===== config.mk =====
export PLATFORM = sky130hd
export DESIGN_NAME = fetch_redirect_ctrl
export DESIGN_NICKNAME = d
export VERILOG_FILES = /design/src/rtl/fetch_redirect_ctrl.sv
export SDC_FILE = /design/constraint.sdc
export NUM_CORES = 1
export LEC_CHECK = 0
export BUFFER_PORTS_ARGS = -buffer_cell sky130_fd_sc_hd__buf_2
export CORE_MARGIN = 2
export CORE_UTILIZATION = 40
export CTS_CLUSTER_SIZE = 8
export DETAILED_ROUTE_END_ITERATION = 6
export GPL_TIMING_DRIVEN = 0
export PLACE_DENSITY = 0.71
export SYNTH_ARGS = -nofsm -noshare
export SYNTH_HDL_FRONTEND = slang
export SYNTH_SLANG_ARGS = --single-unit

===== constraint.sdc =====
create_clock -name clk -period 3.8 [get_ports clk]
set_input_delay 0.19 -clock clk [delete_from_list [all_inputs] [get_ports clk]]
set_output_delay 0.19 -clock clk [all_outputs]
set_load 0.01 [all_outputs]

===== src/rtl/fetch_redirect_ctrl.sv =====
// fetch_redirect_ctrl: arbitrates ROB/BRU/decode PC redirects into the fetcher,
// issues flush pulses and an epoch tag, and filters stale redirects during drain.
module fetch_redirect_ctrl #(
    parameter type T            = logic [31:0],
    parameter int  ROB_TAG_W    = 5,
    parameter int  EPOCH_W      = 3,
    parameter int  DRAIN_CYCLES = 2,
    parameter T    RESET_PC     = T'(0)
) (
    input  logic                 clk,
    input  logic                 reset,
    input  logic                 rob_flush_valid,
    input  T                     rob_flush_pc,
    input  logic                 bru_redirect_valid,
    input  T                     bru_redirect_pc,
    input  logic [ROB_TAG_W-1:0] bru_redirect_tag,
    input  logic [ROB_TAG_W-1:0] rob_head_tag,
    input  logic                 dec_redirect_valid,
    input  T                     dec_redirect_pc,
    output logic                 take_branch,
    output T                     branch_loc,
    output logic                 flush_frontend,
    output logic                 flush_backend,
    output logic [EPOCH_W-1:0]   epoch,
    output logic                 busy
);
    localparam int CW = $clog2(DRAIN_CYCLES + 1);

    typedef enum logic {IDLE, DRAIN} state_t;

    state_t               state, state_next;
    logic [CW-1:0]        cnt, cnt_next;
    logic [ROB_TAG_W-1:0] rec_tag, age_new, age_rec;
    logic                 rec_valid;
    logic                 acc_rob, acc_bru, acc_dec, accept;
    T                     win_pc;

    // Ages are relative to the ROB head so tag wrap-around orders correctly.
    always_comb begin
        age_new = bru_redirect_tag - rob_head_tag;
        age_rec = rec_tag - rob_head_tag;
        acc_rob = rob_flush_valid;
        acc_bru = !rob_flush_valid && bru_redirect_valid &&
                  (state == IDLE || (rec_valid && age_new < age_rec));
        acc_dec = state == IDLE && !rob_flush_valid && !bru_redirect_valid && dec_redirect_valid;
        accept  = acc_rob || acc_bru || acc_dec;
        win_pc  = acc_rob ? rob_flush_pc : acc_bru ? bru_redirect_pc : dec_redirect_pc;
    end

    always_ff @(posedge clk) begin
        if (reset) begin
            state <= IDLE;
            cnt   <= '0;
        end else begin
            state <= state_next;
            cnt   <= cnt_next;
        end
    end

    always_comb begin
        state_next = state;
        cnt_next   = cnt;
        if (accept) begin
            state_next = DRAIN;
            cnt_next   = CW'(DRAIN_CYCLES);
        end else if (state == DRAIN) begin
            cnt_next   = cnt - 1'b1;
            state_next = cnt == CW'(1) ? IDLE : DRAIN;
        end
    end

    always_comb busy = state == DRAIN;

    always_ff @(posedge clk) begin
        if (reset) begin
            take_branch    <= 1'b0;
            branch_loc     <= RESET_PC;
            flush_frontend <= 1'b0;
            flush_backend  <= 1'b0;
            epoch          <= '0;
            rec_tag        <= '0;
            rec_valid      <= 1'b0;
        end else begin
            take_branch    <= accept;
            flush_frontend <= accept;
            flush_backend  <= acc_rob;
            if (accept) begin
                branch_loc <= win_pc;
                epoch      <= epoch + 1'b1;
            end
            if (acc_rob) rec_valid <= 1'b0;
            if (acc_bru) begin
                rec_tag   <= bru_redirect_tag;
                rec_valid <= 1'b1;
            end
        end
    end
endmodule


==> flow_summary_export.csv, run 1 <==
group,metric,value,unit
outcome,status,"completed",
critical_path,cp_max_fo,10,
placed_design,dpl_worst_slack,0.6612,ns
final_layout,final_cell_mix,"buf_2 (152), inv_1 (74), dfxtp_1 (46)",
timing,finalCriticalPeriod,3.101,ns
placed_design,io_buffers,148,
yosys,syn_area,0.003042,sq mm
flow_run,maxCapViolations,0,
power,sw_frac_of_total,32.64,%
timing,worst_pin_slew,0.5379,ns
route,wire_per_inst,13.83,microns
grt,grt_overflow,0,
power,irDropWorstVdd,0.1446,mV
final_layout,multiInputGateArea,0.001655,sq mm
final_layout,final_common_cell,"buf_2",
floorplanning,die-area,0.008317,sq mm
route,drt_first_pass_iters,4,
yosys,ys_ff_latch,46,
placed_design,gp_congestion,0.8108,
timing,skew,0.005350,ns
timing,hold_viol,0,
route,vias,2835,
timing,maxSlewHeadroom,64.06,%
grt,use_met1,24.09,%
power,p_sw,0.4668,mW
final_layout,syn_to_final_growth,32.04,%
clocking,cts_buffer_depth,2,
clocking,cts.htree.levels,2,
grt,grt_first_pass_wirelength,12990,microns
hold_path,hp-class,"in2reg",
critical_path,crit_required,3.97,ns
yosys,synth_edf_count,0,
route,drt_iter0_markers,88,
clocking,cts_tree,"built",
clocking,clk_pin_slew,0.09,ns
critical_path,endpoint_kind,"flip-flop",
floorplanning,initial_core_util,41.71,%
clocking,cts-root-buf,"clkbuf_8",
clocking,cts_buffers,5,
timing,fmax,0.3224,GHz
route,drt-vias-per-instance,4.913,
clocking,cts.sinks,46,
final_layout,register_area,920.9,sq um
route,drc,0,
critical_path,regToRegSetupSlack,0.70,ns
timing,finalSetupViolations,0,
final_layout,fill_cells,702,
critical_path,cp.arrival,3.27,ns
power,power_density,356.1,mW/mm^2
floorplanning,core.rowCount,31,
timing,drv_slew,0,
yosys,yosysWarnings,0,
yosys,ys.flop_type,"dfxtp_1",
power,comb_power_share,34.5,%
power,clkPwrFrac,24.6,%
grt,grt_use_total,19.04,%
timing,period_share,81.61,%
final_layout,nNetsFinal,604,
grt,grtUsageMet2,32.47,%
placed_design,dp_hpwl,6221,microns
final_layout,drive_gt1_share,44.98,%
yosys,yosysSeqAreaShare,30.28,%
route,ant_nets,0,
yosys,synth.distinct_cells,40,
final_layout,diodes,0,
floorplanning,die_w,91.20,microns
floorplanning,die_height,91.20,microns
grt,met3_usage,4.315,%
timing,worst_slack,0.6987,ns
power,p_int,0.9632,mW
floorplanning,ios,150,
clocking,clk_latency,0.29,ns
clocking,cts.repair.resized,0,
power,p_seq_share,40.9,%
timing,rsz0062_at_grt,"no",
grt,grt_pass1_vias,2767,
grt,grt_max_degree,14,
floorplanning,core_area,0.007292,sq mm
clocking,post_cts_buffers,0,
clocking,postCtsHoldBufs,0,
grt,grt-busiest-layer,"met2",
yosys,syn_area_per_cell,9.446,sq um
yosys,synthArstFlopShare,0,%
critical_path,cp-start-kind,"flip-flop",
timing,tns,0,ns
yosys,netlist_instances,322,
grt,antenna_found_initial,0,
critical_path,path_class,"reg2reg",
yosys,syn_nets,449,
power,p_leak,2.121,nW
route,drt-total-wl,7980,microns
## synthesized netlist by cell type, types with 2 or more instances
library cell,count,share of area [%]
dfxtp_1,46,30
nor2b_1,2,0.41
xnor2_1,6,1.7
nor3b_1,4,0.99
ha_1,14,5.8
a21oi_1,37,6.1
clkbuf_1,7,0.86
fa_1,2,1.3
buf_4,6,1.5
o2bb2ai_1,4,1.2
nand2_1,3,0.37
a21oi_2,5,1.4
inv_1,74,9.1
a21o_1,4,0.99
buf_6,3,1.1
buf_8,2,0.99
mux2i_1,7,2.3
buf_2,4,0.66
o2bb2ai_2,28,14
xor2_1,3,0.86
nor2_1,8,0.99
a221o_1,32,11
nand2b_1,4,0.82
## worst paths after layout
path                                  endpoint                start  cells past startpoint
worst max register to register      rec_tag[1]           rec_tag[0]                     14
worst min register to register   branch_loc[8]        branch_loc[8]                      1
worst min-delay path            branch_loc[13]  dec_redirect_pc[13]                      3
worst max-delay path                rec_tag[1]           rec_tag[0]                     14
## metrics by stage
stage / utilization [%] / std cells / instance area, sq um / total power, mW / hold WS (ns)
2_1_floorplan: - / 322 / 3042 / 0.9171 / 0.3372
3_3_place_gp: 53.57 / 569 / 3906 / 1.081 / 0.4428
3_5_place_dp: 53.57 / 569 / 3906 / 1.095 / 0.4446
4_1_cts: 55.08 / 577 / 4016 / 1.449 / 0.1350
5_1_grt: 55.08 / 577 / 4016 / 1.523 / 0.1415
6_report: 55.08 / 577 / 4016 / 1.430 / 0.1416
## per-layer routing
metal	vias up	routed length [microns]	share of wire [%]
met2	102	3855	48
met5	-	0	0
li1	1432	-	-
met4	0	126	1.6
met1	1292	3478	44
met3	9	520	6.5
## kinds of logic after synthesis
group / share of synthesized area [%]
flip-flops: 30.28
multiplexers: 2.304
buffers and inverters: 15.30
adder cells (fa/ha/maj): 7.075
AO/OA/AOI/OAI: 36.61
AND/OR/NAND/NOR: 5.841
XOR/XNOR: 2.592
## sequential cells by signal, summed over array words and instances (netlist names)
signal          count
flush_frontend      1
branch_loc         32
epoch               3
rec_valid           1
cnt                 2
busy                1
flush_backend       1
rec_tag             5
## power by group through the flow
stage | Combinational, mW | Sequential, mW | Clock (mW)
6_report | 0.494 | 0.584 | 0.352
5_1_grt | 0.547 | 0.592 | 0.384
4_1_cts | 0.502 | 0.584 | 0.363
3_5_place_dp | 0.501 | 0.594 | 0
3_3_place_gp | 0.488 | 0.593 | 0
2_1_floorplan | 0.300 | 0.617 | 0
## layout make-up
cell class                 instances  area share [%]
multi-input combinational        176           41.22
timing repair buffer             148           18.44
clock buffer                       8           2.741
buffer                            25           4.579
tap                               99           3.084
inverter                          75           7.009
sequential                        46           22.93
## critical path: stages, from the launching register on
cell,delay [ns]
dfxtp_1,0.32
inv_1,0.05
ha_1,0.13
inv_1,0.06
fa_1,0.39
a21o_1,0.19
a21oi_1,0.18
xnor2_1,0.14
ha_1,0.26
and3_4,0.20
a2111oi_4,0.40
buf_6,0.21
buf_6,0.18
mux2i_1,0.20
nor2_1,0.05
(Power assumes the default switching activity.)
==> inputs of run 2 (changes only) <==
--- a/config.mk
+++ b/config.mk
@@ -11,7 +11,7 @@
 export CTS_CLUSTER_SIZE = 8
 export DETAILED_ROUTE_END_ITERATION = 6
 export GPL_TIMING_DRIVEN = 0
-export PLACE_DENSITY = 0.71
+export PLACE_DENSITY = 0.74
 export SYNTH_ARGS = -nofsm -noshare
 export SYNTH_HDL_FRONTEND = slang
 export SYNTH_SLANG_ARGS = --single-unit
==> constraint.sdc (replaced) <==
create_clock -name clk -period 2.6 [get_ports clk]
set_input_delay 0.13 -clock clk [delete_from_list [all_inputs] [get_ports clk]]
set_output_delay 0.13 -clock clk [all_outputs]
set_load 0.01 [all_outputs]
==> flow_summary_export.csv, run 2 (synthesized netlist as in run 1, its figures left out) <==
group,metric,value,unit
grt,grt_use_total,20.36,%
grt,antenna_found_initial,0,
clocking,cts_buffers,5,
final_layout,syn_to_final_growth,38.34,%
timing,fmax,0.3514,GHz
clocking,cts_buffer_depth,2,
hold_path,hp-class,"in2reg",
route,ant_nets,0,
critical_path,cp-start-kind,"flip-flop",
timing,holdWs,0.07772,ns
critical_path,regToRegSetupSlack,-0.25,ns
floorplanning,initial_core_util,41.71,%
placed_design,dp_hpwl,6459,microns
clocking,clk_pin_slew,0.09,ns
hold_path,hold_end,"branch_loc[7]",
hold_path,min_delay_path_depth,3,
route,drc,0,
floorplanning,die_w,91.20,microns
power,p_leak,2.180,nW
final_layout,diodes,0,
timing,period_share,109.5,%
critical_path,rr_worst_depth,15,
timing,maxSlewHeadroom,62.81,%
timing,rsz0062_at_grt,"yes",
grt,grt_overflow,0,
outcome,status,"finished with violations",
floorplanning,ios,150,
final_layout,fill_cells,687,
clocking,cts.sinks,46,
final_layout,top_register,"branch_loc",
power,p_int,1.465,mW
clocking,cts.htree.levels,2,
final_layout,final_common_cell,"buf_2",
timing,worst_slack,-0.2458,ns
final_layout,reg_top3,"branch_loc x32, rec_tag x5, epoch x3",
route,wire_per_inst,14.61,microns
timing,hold_viol,0,
critical_path,rr_endpoint,"branch_loc[27]",
grt,grt_first_pass_wirelength,13820,microns
final_layout,nNetsFinal,610,
timing,finalSetupViolations,45,
route,drt_first_pass_iters,4,
final_layout,final_util,57.70,%
timing,finalCriticalPeriod,2.846,ns
clocking,clk_latency,0.30,ns
final_layout,largest_reg_flops,32,
critical_path,cp_max_fo,10,
critical_path,cp.arrival,3.08,ns
final_layout,register_area,922.1,sq um
placed_design,io_buffers,148,
clocking,cts_tree,"built",
power,sw_frac_of_total,32.82,%
grt,grt_pass1_vias,2943,
flow_run,maxCapViolations,0,
power,p_sw,0.7158,mW
placed_design,gp_congestion,0.7982,
floorplanning,die-area,0.008317,sq mm
final_layout,final_cell_mix,"buf_2 (152), inv_1 (72), dfxtp_1 (45)",
final_layout,multiInputGateArea,0.001759,sq mm
floorplanning,core_area,0.007292,sq mm
clocking,postCtsHoldBufs,0,
route,drt_iter0_markers,85,
floorplanning,die_height,91.20,microns
route,drt-vias-per-instance,4.997,
critical_path,timing.rr.start,"rec_tag[0]",
critical_path,crit_required,2.83,ns
power,p_seq_share,39.2,%
clocking,cts-root-buf,"clkbuf_8",
route,vias,2913,
timing,skew,0.009842,ns
final_layout,drive_gt1_share,50.41,%
route,drt-total-wl,8517,microns
critical_path,endpoint_kind,"flip-flop",
outcome,failed_checks,"setup timing",
power,power_density,518.4,mW/mm^2
critical_path,path_class,"reg2reg",
timing,worst_pin_slew,0.5579,ns
grt,grt_max_degree,14,
floorplanning,core.rowCount,31,
power,clkPwrFrac,24.5,%
power,irDropWorstVdd,0.2209,mV
timing,drv_slew,0,
power,comb_power_share,36.4,%
hold_path,holdCritStartpoint,"dec_redirect_pc[7]",
## run 2: changes by cell type in the layout (fill, tap and decap cells not counted), moves of 2 or more
cell / before / now
inv_2: 1 / 3
a21oi_1: 37 / 21
clkbuf_8: 8 / 5
a21oi_2: 5 / 21
clkbuf_1: 7 / 9
buf_6: 3 / 5
inv_1: 74 / 72
## run 2: power by group through the flow
stage          combinational [mW]  sequential, mW  clock, mW
3_3_place_gp                0.731           0.868          0
3_5_place_dp                0.752           0.868          0
2_1_floorplan               0.453           0.902          0
6_report                    0.793           0.855      0.534
4_1_cts                     0.776           0.854      0.549
5_1_grt                     0.871           0.868      0.564
## run 2: cell type report
type                       instances  share of cell area, %
inverter                          75                  6.690
buffer                            25                  4.847
multi-input combinational        176                  41.81
clock inverter                     1                 0.7136
clock buffer                       7                  1.814
tap                               99                  2.944
sequential                        46                  21.91
timing repair buffer             154                  19.27
## run 2: worst max path at each step
| stage | depth (start not counted) | slack, ns | to | from |
|---|---|---|---|---|
| floorplan | 15 | -0.07 | rec_tag[0] | rec_tag[0] |
| global placement | 16 | -0.33 | rec_tag[0] | bru_redirect_tag[0] |
| detailed placement | 16 | -0.46 | rec_tag[4] | bru_redirect_tag[0] |
| CTS | 14 | -0.28 | rec_tag[4] | rec_tag[0] |
| global route | 15 | -0.40 | branch_loc[17] | rec_tag[0] |
| finish | 15 | -0.25 | branch_loc[27] | rec_tag[0] |
## run 2: worst max-delay path, stage by stage (launching register included)
cell and delay, ns:
dfxtp_2 0.33, inv_2 0.06, ha_4 0.12, inv_2 0.04, fa_2 0.36, a21o_1 0.17, a21oi_2 0.13, xnor2_1 0.13
ha_1 0.26, and3_4 0.19, and2_4 0.14, a221oi_4 0.32, buf_6 0.21, buf_8 0.15, a21oi_1 0.06, o2bb2ai_2 0.12
## run 2: per-layer routing
layer / track usage [%] / routed length, microns / part of all wire [%]
met1: 24.90 / 3665 / 43
met2: 36.54 / 4242 / 50
met3: 4.315 / 533 / 6.3
met4: 4.545 / 75 / 0.88
met5: 0 / 0 / 0
## run 2: per-stage QoR
stage	power (mW)	setup WS [ns]	setup TNS [ns]	instances	instance area, sq um
after floorplan	1.355	-0.07378	-2.400	322	3104
after global placement	1.599	-0.3334	-11.44	569	3969
after detailed placement	1.620	-0.4559	-14.70	569	3969
after CTS	2.180	-0.2806	-10.84	582	4134
after global routing	2.303	-0.4048	-16.38	583	4208
final	2.181	-0.2458	-9.462	583	4208
## run 2: repair_timing
item,CTS,global route
cloned,2,1
setup buffers,3,1
endpoints found under the setup margin,45,45
resized for setup,7,13
pin swaps,2,4
